<file path="src/rtl/header_pin_exerciser_if.sv">
// Host/pad bundle for the header pin exerciser.
// Carries the run control/status signals and the pad drive/readback vectors.
// slave = the exerciser itself, master = host logic plus pad model.
interface header_pin_exerciser_if #(
  parameter int NPINS = 56,
  parameter int ERRW  = 8
) ();
  logic             start;
  logic [1:0]       mode;
  logic [NPINS-1:0] pin_in;
  logic [NPINS-1:0] pin_out;
  logic [NPINS-1:0] pin_oe;
  logic             busy;
  logic             done;
  logic             pass;
  logic [ERRW-1:0]  err_cnt;
  logic [5:0]       fail_idx;

  modport slave (
    input  start, mode, pin_in,
    output pin_out, pin_oe, busy, done, pass, err_cnt, fail_idx
  );

  modport master (
    output start, mode, pin_in,
    input  pin_out, pin_oe, busy, done, pass, err_cnt, fail_idx
  );
endinterface

</file>
<file path="src/rtl/header_pin_exerciser.sv">
// Purpose: drive header pads with walking-1/walking-0/all-1-all-0 patterns, read back, count mismatching steps.
// Latency: start at edge T -> done at edge T + steps*(SETTLE+2) + 1; each step is DRIVE, SETTLE cycles, SAMPLE.
// Backpressure: none; start is ignored unless IDLE. Optional macro PINTEST_LOOP_EN: held start re-runs back to back.
module header_pin_exerciser #(
  parameter int NPINS  = 56,
  parameter int SETTLE = 15,
  parameter int ERRW   = 8
) (
  input  logic                      gck1,
  input  logic                      gsr,
  header_pin_exerciser_if.slave     bus
);

  typedef enum logic [2:0] {
    S_IDLE,
    S_DRIVE,
    S_SETTLE,
    S_SAMPLE,
    S_FINISH
  } state_t;

  state_t           state_q, state_d;
  logic [5:0]       step_q, step_d;
  logic [1:0]       mode_q, mode_d;
  logic [7:0]       cnt_q, cnt_d;
  logic [NPINS-1:0] pin_out_q, pin_out_d;
  logic [NPINS-1:0] pin_oe_q, pin_oe_d;
  logic             busy_q, busy_d;
  logic             done_q, done_d;
  logic             pass_q, pass_d;
  logic [ERRW-1:0]  err_cnt_q, err_cnt_d;
  logic [5:0]       fail_idx_q, fail_idx_d;

  logic [NPINS-1:0] one_hot;
  logic [NPINS-1:0] pattern;
  logic [5:0]       last_step;

  // Pattern for the current step of the latched mode; mode 11 behaves as walking-one.
  always_comb begin
    one_hot   = NPINS'(1) << step_q;
    pattern   = one_hot;
    last_step = 6'(NPINS - 1);
    case (mode_q)
      2'b01:   pattern = ~one_hot;
      2'b10: begin
        pattern   = (step_q == 6'd0) ? '1 : '0;
        last_step = 6'd1;
      end
      default: pattern = one_hot;
    endcase
  end

  // Next-state and datapath updates for the run sequencer.
  always_comb begin
    state_d    = state_q;
    step_d     = step_q;
    mode_d     = mode_q;
    cnt_d      = cnt_q;
    pin_out_d  = pin_out_q;
    pin_oe_d   = pin_oe_q;
    busy_d     = busy_q;
    done_d     = done_q;
    pass_d     = pass_q;
    err_cnt_d  = err_cnt_q;
    fail_idx_d = fail_idx_q;

    case (state_q)
      S_IDLE: begin
        if (bus.start) begin
          mode_d     = bus.mode;
          err_cnt_d  = '0;
          fail_idx_d = '0;
          done_d     = 1'b0;
          pass_d     = 1'b0;
          step_d     = '0;
          busy_d     = 1'b1;
          state_d    = S_DRIVE;
        end
      end
      S_DRIVE: begin
        pin_oe_d  = '1;
        pin_out_d = pattern;
        cnt_d     = 8'(SETTLE);
        // Ends the one-cycle done pulse when runs are chained back to back.
        done_d    = 1'b0;
        state_d   = S_SETTLE;
      end
      S_SETTLE: begin
        if (cnt_q <= 8'd1) begin
          state_d = S_SAMPLE;
        end else begin
          cnt_d = cnt_q - 8'd1;
        end
      end
      S_SAMPLE: begin
        if (bus.pin_in != pin_out_q) begin
          if (err_cnt_q != '1) begin
            err_cnt_d = err_cnt_q + 1'b1;
          end
          if (err_cnt_q == '0) begin
            fail_idx_d = step_q;
          end
        end
        if (step_q == last_step) begin
          state_d = S_FINISH;
        end else begin
          step_d  = step_q + 6'd1;
          state_d = S_DRIVE;
        end
      end
      S_FINISH: begin
        pin_oe_d  = '0;
        pin_out_d = '0;
        done_d    = 1'b1;
        pass_d    = (err_cnt_q == '0);
`ifdef PINTEST_LOOP_EN
        // Held start chains another pass; error history keeps accumulating.
        if (bus.start) begin
          step_d  = '0;
          state_d = S_DRIVE;
        end else begin
          busy_d  = 1'b0;
          state_d = S_IDLE;
        end
`else
        busy_d  = 1'b0;
        state_d = S_IDLE;
`endif
      end
      default: state_d = S_IDLE;
    endcase
  end

  // State register; reset tristates the pads on the same edge.
  always_ff @(posedge gck1) begin
    if (!gsr) begin
      state_q    <= S_IDLE;
      step_q     <= '0;
      mode_q     <= '0;
      cnt_q      <= '0;
      pin_out_q  <= '0;
      pin_oe_q   <= '0;
      busy_q     <= 1'b0;
      done_q     <= 1'b0;
      pass_q     <= 1'b0;
      err_cnt_q  <= '0;
      fail_idx_q <= '0;
    end else begin
      state_q    <= state_d;
      step_q     <= step_d;
      mode_q     <= mode_d;
      cnt_q      <= cnt_d;
      pin_out_q  <= pin_out_d;
      pin_oe_q   <= pin_oe_d;
      busy_q     <= busy_d;
      done_q     <= done_d;
      pass_q     <= pass_d;
      err_cnt_q  <= err_cnt_d;
      fail_idx_q <= fail_idx_d;
    end
  end

  assign bus.pin_out  = pin_out_q;
  assign bus.pin_oe   = pin_oe_q;
  assign bus.busy     = busy_q;
  assign bus.done     = done_q;
  assign bus.pass     = pass_q;
  assign bus.err_cnt  = err_cnt_q;
  assign bus.fail_idx = fail_idx_q;

endmodule

</file>
<file path="src/flat_wrapper.sv">
// flat-port wrapper written by rule: the top's interface ports become plain ports
module header_pin_exerciser_flat 
#(
  parameter int NPINS  = 56,
  parameter int SETTLE = 15,
  parameter int ERRW   = 8
)
  (gck1, gsr, bus_start, bus_mode, bus_pin_in, bus_pin_out, bus_pin_oe, bus_busy, bus_done, bus_pass, bus_err_cnt, bus_fail_idx);
  header_pin_exerciser_if #(.NPINS(NPINS), .ERRW(ERRW)) bus_i ();
  input  logic gck1;
  input  logic gsr;
  input wire logic [$bits(bus_i.start)-1:0] bus_start;
  input wire logic [$bits(bus_i.mode)-1:0] bus_mode;
  input wire logic [$bits(bus_i.pin_in)-1:0] bus_pin_in;
  output wire logic [$bits(bus_i.pin_out)-1:0] bus_pin_out;
  output wire logic [$bits(bus_i.pin_oe)-1:0] bus_pin_oe;
  output wire logic [$bits(bus_i.busy)-1:0] bus_busy;
  output wire logic [$bits(bus_i.done)-1:0] bus_done;
  output wire logic [$bits(bus_i.pass)-1:0] bus_pass;
  output wire logic [$bits(bus_i.err_cnt)-1:0] bus_err_cnt;
  output wire logic [$bits(bus_i.fail_idx)-1:0] bus_fail_idx;
  assign bus_i.start = bus_start;
  assign bus_i.mode = bus_mode;
  assign bus_i.pin_in = bus_pin_in;
  assign bus_pin_out = bus_i.pin_out;
  assign bus_pin_oe = bus_i.pin_oe;
  assign bus_busy = bus_i.busy;
  assign bus_done = bus_i.done;
  assign bus_pass = bus_i.pass;
  assign bus_err_cnt = bus_i.err_cnt;
  assign bus_fail_idx = bus_i.fail_idx;
  header_pin_exerciser #(.NPINS(NPINS), .SETTLE(SETTLE), .ERRW(ERRW)) u_core (.gck1(gck1), .gsr(gsr), .bus(bus_i));
endmodule
</file>
<file path="config.mk">
export PLATFORM = sky130hd
export DESIGN_NAME = header_pin_exerciser_flat
export DESIGN_NICKNAME = d
export VERILOG_FILES = /design/src/rtl/header_pin_exerciser_if.sv /design/src/rtl/header_pin_exerciser.sv /design/src/flat_wrapper.sv
export SDC_FILE = /design/constraint.sdc
export NUM_CORES = 1
export LEC_CHECK = 0
export BUFFER_PORTS_ARGS = -buffer_cell sky130_fd_sc_hd__buf_2
export CAP_MARGIN = 0
export CORE_MARGIN = 1.5
export CORE_UTILIZATION = 25
export CTS_CLUSTER_DIAMETER = 80
export DETAILED_ROUTE_END_ITERATION = 12
export HOLD_SLACK_MARGIN = 0.05
export PLACE_DENSITY = 0.43
export SLEW_MARGIN = 10
export SYNTH_ARGS = -nofsm -noshare
export SYNTH_HDL_FRONTEND = slang
export SYNTH_SLANG_ARGS = --single-unit
</file>
<file path="constraint.sdc">
create_clock -name gck1 -period 2.05 [get_ports gck1]
set_input_delay 0.41 -clock gck1 [delete_from_list [all_inputs] [get_ports gck1]]
set_output_delay 0.41 -clock gck1 [all_outputs]
set_load 0.01 [all_outputs]
</file>
-- After elaboration in Yosys (flattened, before gate mapping)
Cells that the tools add are included.
- flip-flop bits (word level): 148
- input port bits: 61
- output and inout bits: 129
- $add $sub $neg: 3
- $lt $le $gt $ge: 1
- eq/ne operators: 16
- shift-type cells: 1
- multiplexer cells: 26
- bitwise logic cells: 1
- reduce and logical (&&, ||, !) cells: 16
- operators with widths (operator ; count):
    case mux 56 bit (2 select lines) ; 3
    2-to-1 mux 56 bit ; 1
    inequality test 56 bit ; 1
    inverter 56 bit ; 1
    << shifter 1 x 6 -> 56 bit, first input constant ; 1
    2-to-1 mux 8 bit ; 4
    case mux 8 bit (2 select lines) ; 2
    2-to-1 mux 6 bit ; 5
    case mux 6 bit (2 select lines) ; 2
    case mux 3 bit (4 select lines) ; 1
    AND reduction 2 bit ; 5
    2-to-1 mux 3 bit ; 3
    adder 8 x 1 -> 8 bit, second input constant ; 1
    <= comparator 8 x 1 -> 1 bit, second input constant ; 1
    logical NOT 8 bit ; 1
    inequality test 2 x 1 -> 1 bit, second input constant ; 4
    inequality test 8 bit, second input constant ; 1
    AND reduction 4 bit ; 2
    nonzero test 2 bit ; 4
    subtractor 8 x 1 -> 8 bit, second input constant ; 1
    adder 6 x 1 -> 6 bit, second input constant ; 1
    == test 3 x 2 -> 1 bit, second input constant ; 2
    == test 6 bit ; 1
    logical NOT 6 bit ; 1
    11 further kinds ; 15

-- Depth between registers and ports, before layout
- depth in word-level cells: 5
- gate-level depth with buffers: 10

-- Least setup slack after synthesis
Ideal clock, no wire load.
- path kind: reg-to-reg
- from: register u_core.step_q[0]
- to: register u_core.pin_out_q[10], in the netlist u_core.bus.pin_out[10]
- setup time: 132 ps
- data arrival time: 2039 ps
- data required time: 1918 ps
- slack: -121 ps
- cell stages (with the launch flop): 10
- period minus slack after synthesis: 2171 ps
- path through: dfxtp_1 clkbuf_1 inv_1 ha_1 and2_1 clkbuf_1 a31oi_2 clkbuf_1 a221o_1 a21oi_1
- word-level cells in the longest chain between the ends: 4
- elaborated cells between the ends (all ways): 6
- those cells by class: shift: 1; mux: 3; bitwise: 1; reduce/logical: 1
- RTL lines (what ; RTL line ; text):
    start, declared ; header_pin_exerciser.sv:23 ; logic [5:0] step_q, step_d;
    start signal, assigned ; header_pin_exerciser.sv:150 ; step_q <= step_d;
    logical NOT 6 bit / << shifter 1 x 6 -> 56 bit (equally long branches) ; header_pin_exerciser.sv:46, header_pin_exerciser.sv:40 ;
    2-to-1 mux 56 bit / inverter 56 bit (equally long branches) ; header_pin_exerciser.sv:46, header_pin_exerciser.sv:44 ;
    case mux 56 bit (2 select lines) * ; header_pin_exerciser.sv:43 ; case (mode_q)
    case mux 56 bit (2 select lines) * ; header_pin_exerciser.sv:67 ; case (state_q)
    end signal, assigned ; header_pin_exerciser.sv:153 ; pin_out_q <= pin_out_d;
    end, declared ; header_pin_exerciser.sv:26 ; logic [NPINS-1:0] pin_out_q, pin_out_d;
Every way passes the cells marked *; elsewhere a longest branch is shown, timed or not.
A chain may end at the register's enable or synchronous reset.

-- Worst setup path after layout
- from: register u_core.pin_out_q[42], in the netlist u_core.bus.pin_out[42]
- to: register u_core.err_cnt_q[4], in the netlist u_core.bus.err_cnt[4]
- word-level cells in the longest chain between the ends: 3
- RTL lines (what ; RTL line ; text):
    inequality test 56 bit ; header_pin_exerciser.sv:96 ; if (bus.pin_in != pin_out_q) begin
    inequality test 2 x 1 -> 1 bit (no line) ; - ;
    AND reduction 4 bit (no line) ; - ;
    end signal, assigned ; header_pin_exerciser.sv:158 ; err_cnt_q <= err_cnt_d;
    end, declared ; header_pin_exerciser.sv:31 ; logic [ERRW-1:0] err_cnt_q, err_cnt_d;
Every way passes these cells.

==> flow_metrics.py <==
metrics = {
    "route": {
        "remaining_drc_errors": 0,
        "wl_mm": 20.61,
        "drtPass1Iterations": 5,
        "via_per_inst": 4.553,
        "drtAntennaViolNets": 0,
        "avgRoutedWirePerCell_um": 16.09,
        "drt_iter0_drc": 510,
        "vias": 5833,
    },
    "setup_path": {
        "critPathMaxStageDelay_ns": 0.41,
        "reg2reg_from": "u_core.bus.pin_out[42]$_SDFFE_PN0P_",
        "worstPathRequired_ns": 2.30,
        "endpoint": "u_core.bus.err_cnt[4]$_SDFFE_PN0P_",
        "path_max_fanout": 7,
        "end_kind": "register",
        "rr_endpoint": "u_core.bus.err_cnt[4]$_SDFFE_PN0P_",
        "crit_chain": "xor2_2 > nor4_2 > buf_4 > nand4_1 > nor4_4 > buf_12 > nor4b_2 > a311o_1",
        "slowest_stage": "nor4_4",
        "setup.worst_path.start_class": "register",
        "r2r_cells": 8,
        "cp.arrival_ns": 2.36,
        "ff2ff_setup_slack_ns": -0.06,
        "path_class": "reg -> reg",
        "crit_path_start": "u_core.bus.pin_out[42]$_SDFFE_PN0P_",
    },
    "clock_network": {
        "clk_pin_slew_ns": 0.08,
        "clock-sinks": 93,
        "numCtsBuffers": 9,
        "cts_max_path_buffers": 2,
        "root_buffer": "clkbuf_16",
        "clock_latency_ns": 0.36,
        "cts_tree": "built",
        "hold_buffers": 0,
        "htreeDepth": 3,
    },
    "logic_synthesis": {
        "async_flop_share": 0,
        "syn_inst": 767,
        "synth_nets": 840,
        "synth_edf_count": 0,
        "yosysWarnings": 0,
        "synth_area_um2": 5923,
        "synth.avg_cell_area_um2": 7.723,
        "ys_types": 58,
        "synthFlopType": "dfxtp_1",
        "yosysSeqAreaShare": 0.3143,
        "ys_ff_latch": 93,
    },
    "global_route": {
        "use_met1": 0.2338,
        "met2_usage": 0.2436,
        "grt_max_degree": 62,
        "grt_usage": 0.1617,
        "antenna_found_initial": 0,
        "grt_pass1_wl_mm": 30.50,
        "gr-total-overflow": 0,
        "grt_util_met3": 0.02863,
        "grt.busiest_layer": "met2",
        "grt_pass1_vias": 5312,
    },
    "final_layout": {
        "seq_area_um2": 1874,
        "layout.cells.non_filler": 1281,
        "drive_above_1_share": 0.3721,
        "nets": 1030,
        "multi_input_area_um2": 3577,
        "areaGrowthSynthToFinish_pct": 35.47,
        "diodes": 0,
        "utilization": 0.3439,
        "fillCellCount": 2534,
    },
    "sta": {
        "worstMarginPinSlew_ns": 0.4348,
        "rsz0062_at_grt": "yes",
        "setup_violations": 8,
        "clock-skew-final_ns": 0.01263,
        "relSlewSlack": 0.7101,
        "fmax_ghz": 0.4738,
        "period_share": 1.030,
        "worst_slack_ns": -0.06076,
        "final-hold-violation-count": 0,
        "finalMaxSlewViolations": 0,
        "fin_crit_ns": 2.111,
    },
    "pwr": {
        "pwr-share-comb": 0.515,
        "power_leakage_nw": 3.565,
        "pwr-share-seq": 0.281,
        "power.internal_mw": 4.721,
        "clockPowerShare": 0.204,
        "switchingPower_mw": 3.522,
        "vdd_drop_max_mv": 0.4547,
        "switching_share": 0.4273,
        "cellPowerDensity_nw_per_um2": 1027,
    },
    "place": {
        "dp_slack_ns": -0.5059,
        "io_buffers": 189,
        "dp_hpwl_mm": 14.86,
        "gp_congestion": 0.7642,
        "placed_cells": 1259,
    },
    "die": {
        "placementRows": 56,
        "core_area_um2": 23330,
        "ios": 190,
        "dieArea_um2": 24630,
        "die_h_um": 156.9,
        "initial_core_util": 0.2539,
        "dieWidth_um": 156.9,
    },
    "min_path": {
        "whs_path_depth": 3,
        "hold_path.class": "in -> reg",
    },
    "job": {
        "drv_cap": 0,
    },
    "status": {
        "violations": "negative setup slack",
        "outcome": "complete, but fails checks",
    },
}
logic make-up after synthesis:
logic type,after synthesis,synth area share
AO/OA/AOI/OAI,155,0.1865
XOR/XNOR,67,0.09907
adder cells (fa/ha/maj),12,0.02535
buffers and inverters,127,0.1187
flip-flops,93,0.3143
multiplexers,9,0.01521
AND/OR/NAND/NOR,304,0.2408
synth_stat cells (all sizes together) (2+ instances only):
master | count | area (um2)
nand2b | 4 | 25.02
a211oi | 3 | 27.52
or4 | 2 | 15.01
a31oi | 3 | 25.02
nor3b | 2 | 20.02
nand2 | 152 | 570.6
or4b | 2 | 20.02
buf | 65 | 470.4
and3b | 2 | 17.52
nor2b | 7 | 43.79
nand4 | 15 | 93.84
o41ai | 2 | 25.03
and2 | 11 | 68.82
inv | 13 | 48.80
and3 | 3 | 18.77
xor2 | 61 | 534.3
clkbuf | 49 | 183.9
xnor2 | 6 | 52.55
o21ai | 10 | 50.04
a21oi | 72 | 360.4
a221oi | 23 | 201.4
nor3 | 5 | 25.02
nand3 | 20 | 100.1
mux2i | 9 | 90.09
nor4 | 15 | 115.1
nand3b | 2 | 27.53
nor4b | 2 | 23.77
a221o | 32 | 320.3
nor2 | 57 | 216.5
ha | 12 | 150.1
dfxtp | 93 | 1862
worst max-delay path, delay by kind of cell, from the launching register on:
family | cells | cell delay, ns
buf+inv | 2 | 0.31
compound gates | 1 | 0.26
simple gates | 4 | 0.92
xor+xnor | 1 | 0.16
flops | 1 | 0.34
power groups by stage:
stage	Combinational (mW)	Clock, mW	Sequential (mW)
3_3_place_gp	4.03	0	2.34
2_1_floorplan	2.78	0	2.50
4_1_cts	4.08	1.73	2.30
5_1_grt	4.68	1.80	2.36
6_report	4.24	1.68	2.31
3_5_place_dp	4.03	0	2.33
per-stage QoR:
step           cell area [um2]  setup TNS, ns  hold slack [ns]  power (mW)
2_1_floorplan             5934              0           0.4753       5.282
3_3_place_gp              7473         -4.022           0.4512       6.367
3_5_place_dp              7473         -5.464           0.4449       6.368
4_1_cts                   7824         -1.562           0.3013       8.111
5_1_grt                   8024         -1.447           0.3058       8.839
6_report                  8024        -0.3160           0.3036       8.244
repair_timing:
item | CTS | global route
buffers inserted | 2 | 4
cloned | 0 | 0
pin swaps | 9 | 16
gates resized for setup | 11 | 36
endpoints found under the setup margin | 14 | 18
cells in the final DEF, fill, tap and decap left out, drive strengths merged, types with 2 or more instances in the layout:
cell type,n
xnor2,6
nor3b,2
nor2,57
nor2b,7
and2,11
clkbuf,9
a221o,32
nor4,15
nand4,15
o21ai,10
nand3b,2
or4,2
nand3,20
inv,18
nand2,152
ha,12
a221oi,23
a31oi,3
xor2,61
a21oi,72
o41ai,2
or4b,2
nand2b,4
nor4b,2
buf,293
and3b,2
mux2i,9
dfxtp,93
nor3,5
a211oi,3
and3,3
flip-flops by register name, indices dropped and copies added, names as in the netlist:
name	flops
u_core.bus.pass	1
u_core.step_q	6
u_core.state_q	3
u_core.bus.pin_oe	1
u_core.bus.err_cnt	8
u_core.bus.done	1
u_core.cnt_q	8
u_core.bus.pin_out	56
u_core.bus.fail_idx	6
u_core.bus.busy	1
u_core.mode_q	2
how the worst min path moves through the flow:
stage          slack [ns]                             endpoint                           startpoint
6_report             0.30        u_core.mode_q[0]$_SDFFE_PN0P_                          bus_mode[0]
5_1_grt              0.31        u_core.mode_q[0]$_SDFFE_PN0P_                          bus_mode[0]
4_1_cts              0.30        u_core.mode_q[0]$_SDFFE_PN0P_                          bus_mode[0]
3_5_place_dp         0.44  u_core.bus.fail_idx[5]$_SDFFE_PN0P_  u_core.bus.fail_idx[5]$_SDFFE_PN0P_
3_3_place_gp         0.45  u_core.bus.fail_idx[5]$_SDFFE_PN0P_  u_core.bus.fail_idx[5]$_SDFFE_PN0P_
2_1_floorplan        0.48         u_core.cnt_q[6]$_SDFFE_PN0P_         u_core.cnt_q[6]$_SDFFE_PN0P_
layer usage:
| metal | share of wire | routed length [um] | up-vias |
|---|---|---|---|
| li1 | - | - | 2990 |
| met4 | 0.014 | 298 | 0 |
| met1 | 0.50 | 10390 | 2664 |
| met5 | 0 | 0 | - |
| met2 | 0.43 | 8910 | 166 |
| met3 | 0.049 | 1016 | 13 |
area by class of cell:
type | instances | area share
clock buffers | 9 | 0.02807
clock inverters | 7 | 0.007017
inverters | 13 | 0.006081
multi-input cells | 547 | 0.4458
flip-flops and latches | 93 | 0.2336
well taps | 319 | 0.04974
repair buffers | 293 | 0.2297
(Power assumes the default switching activity.)
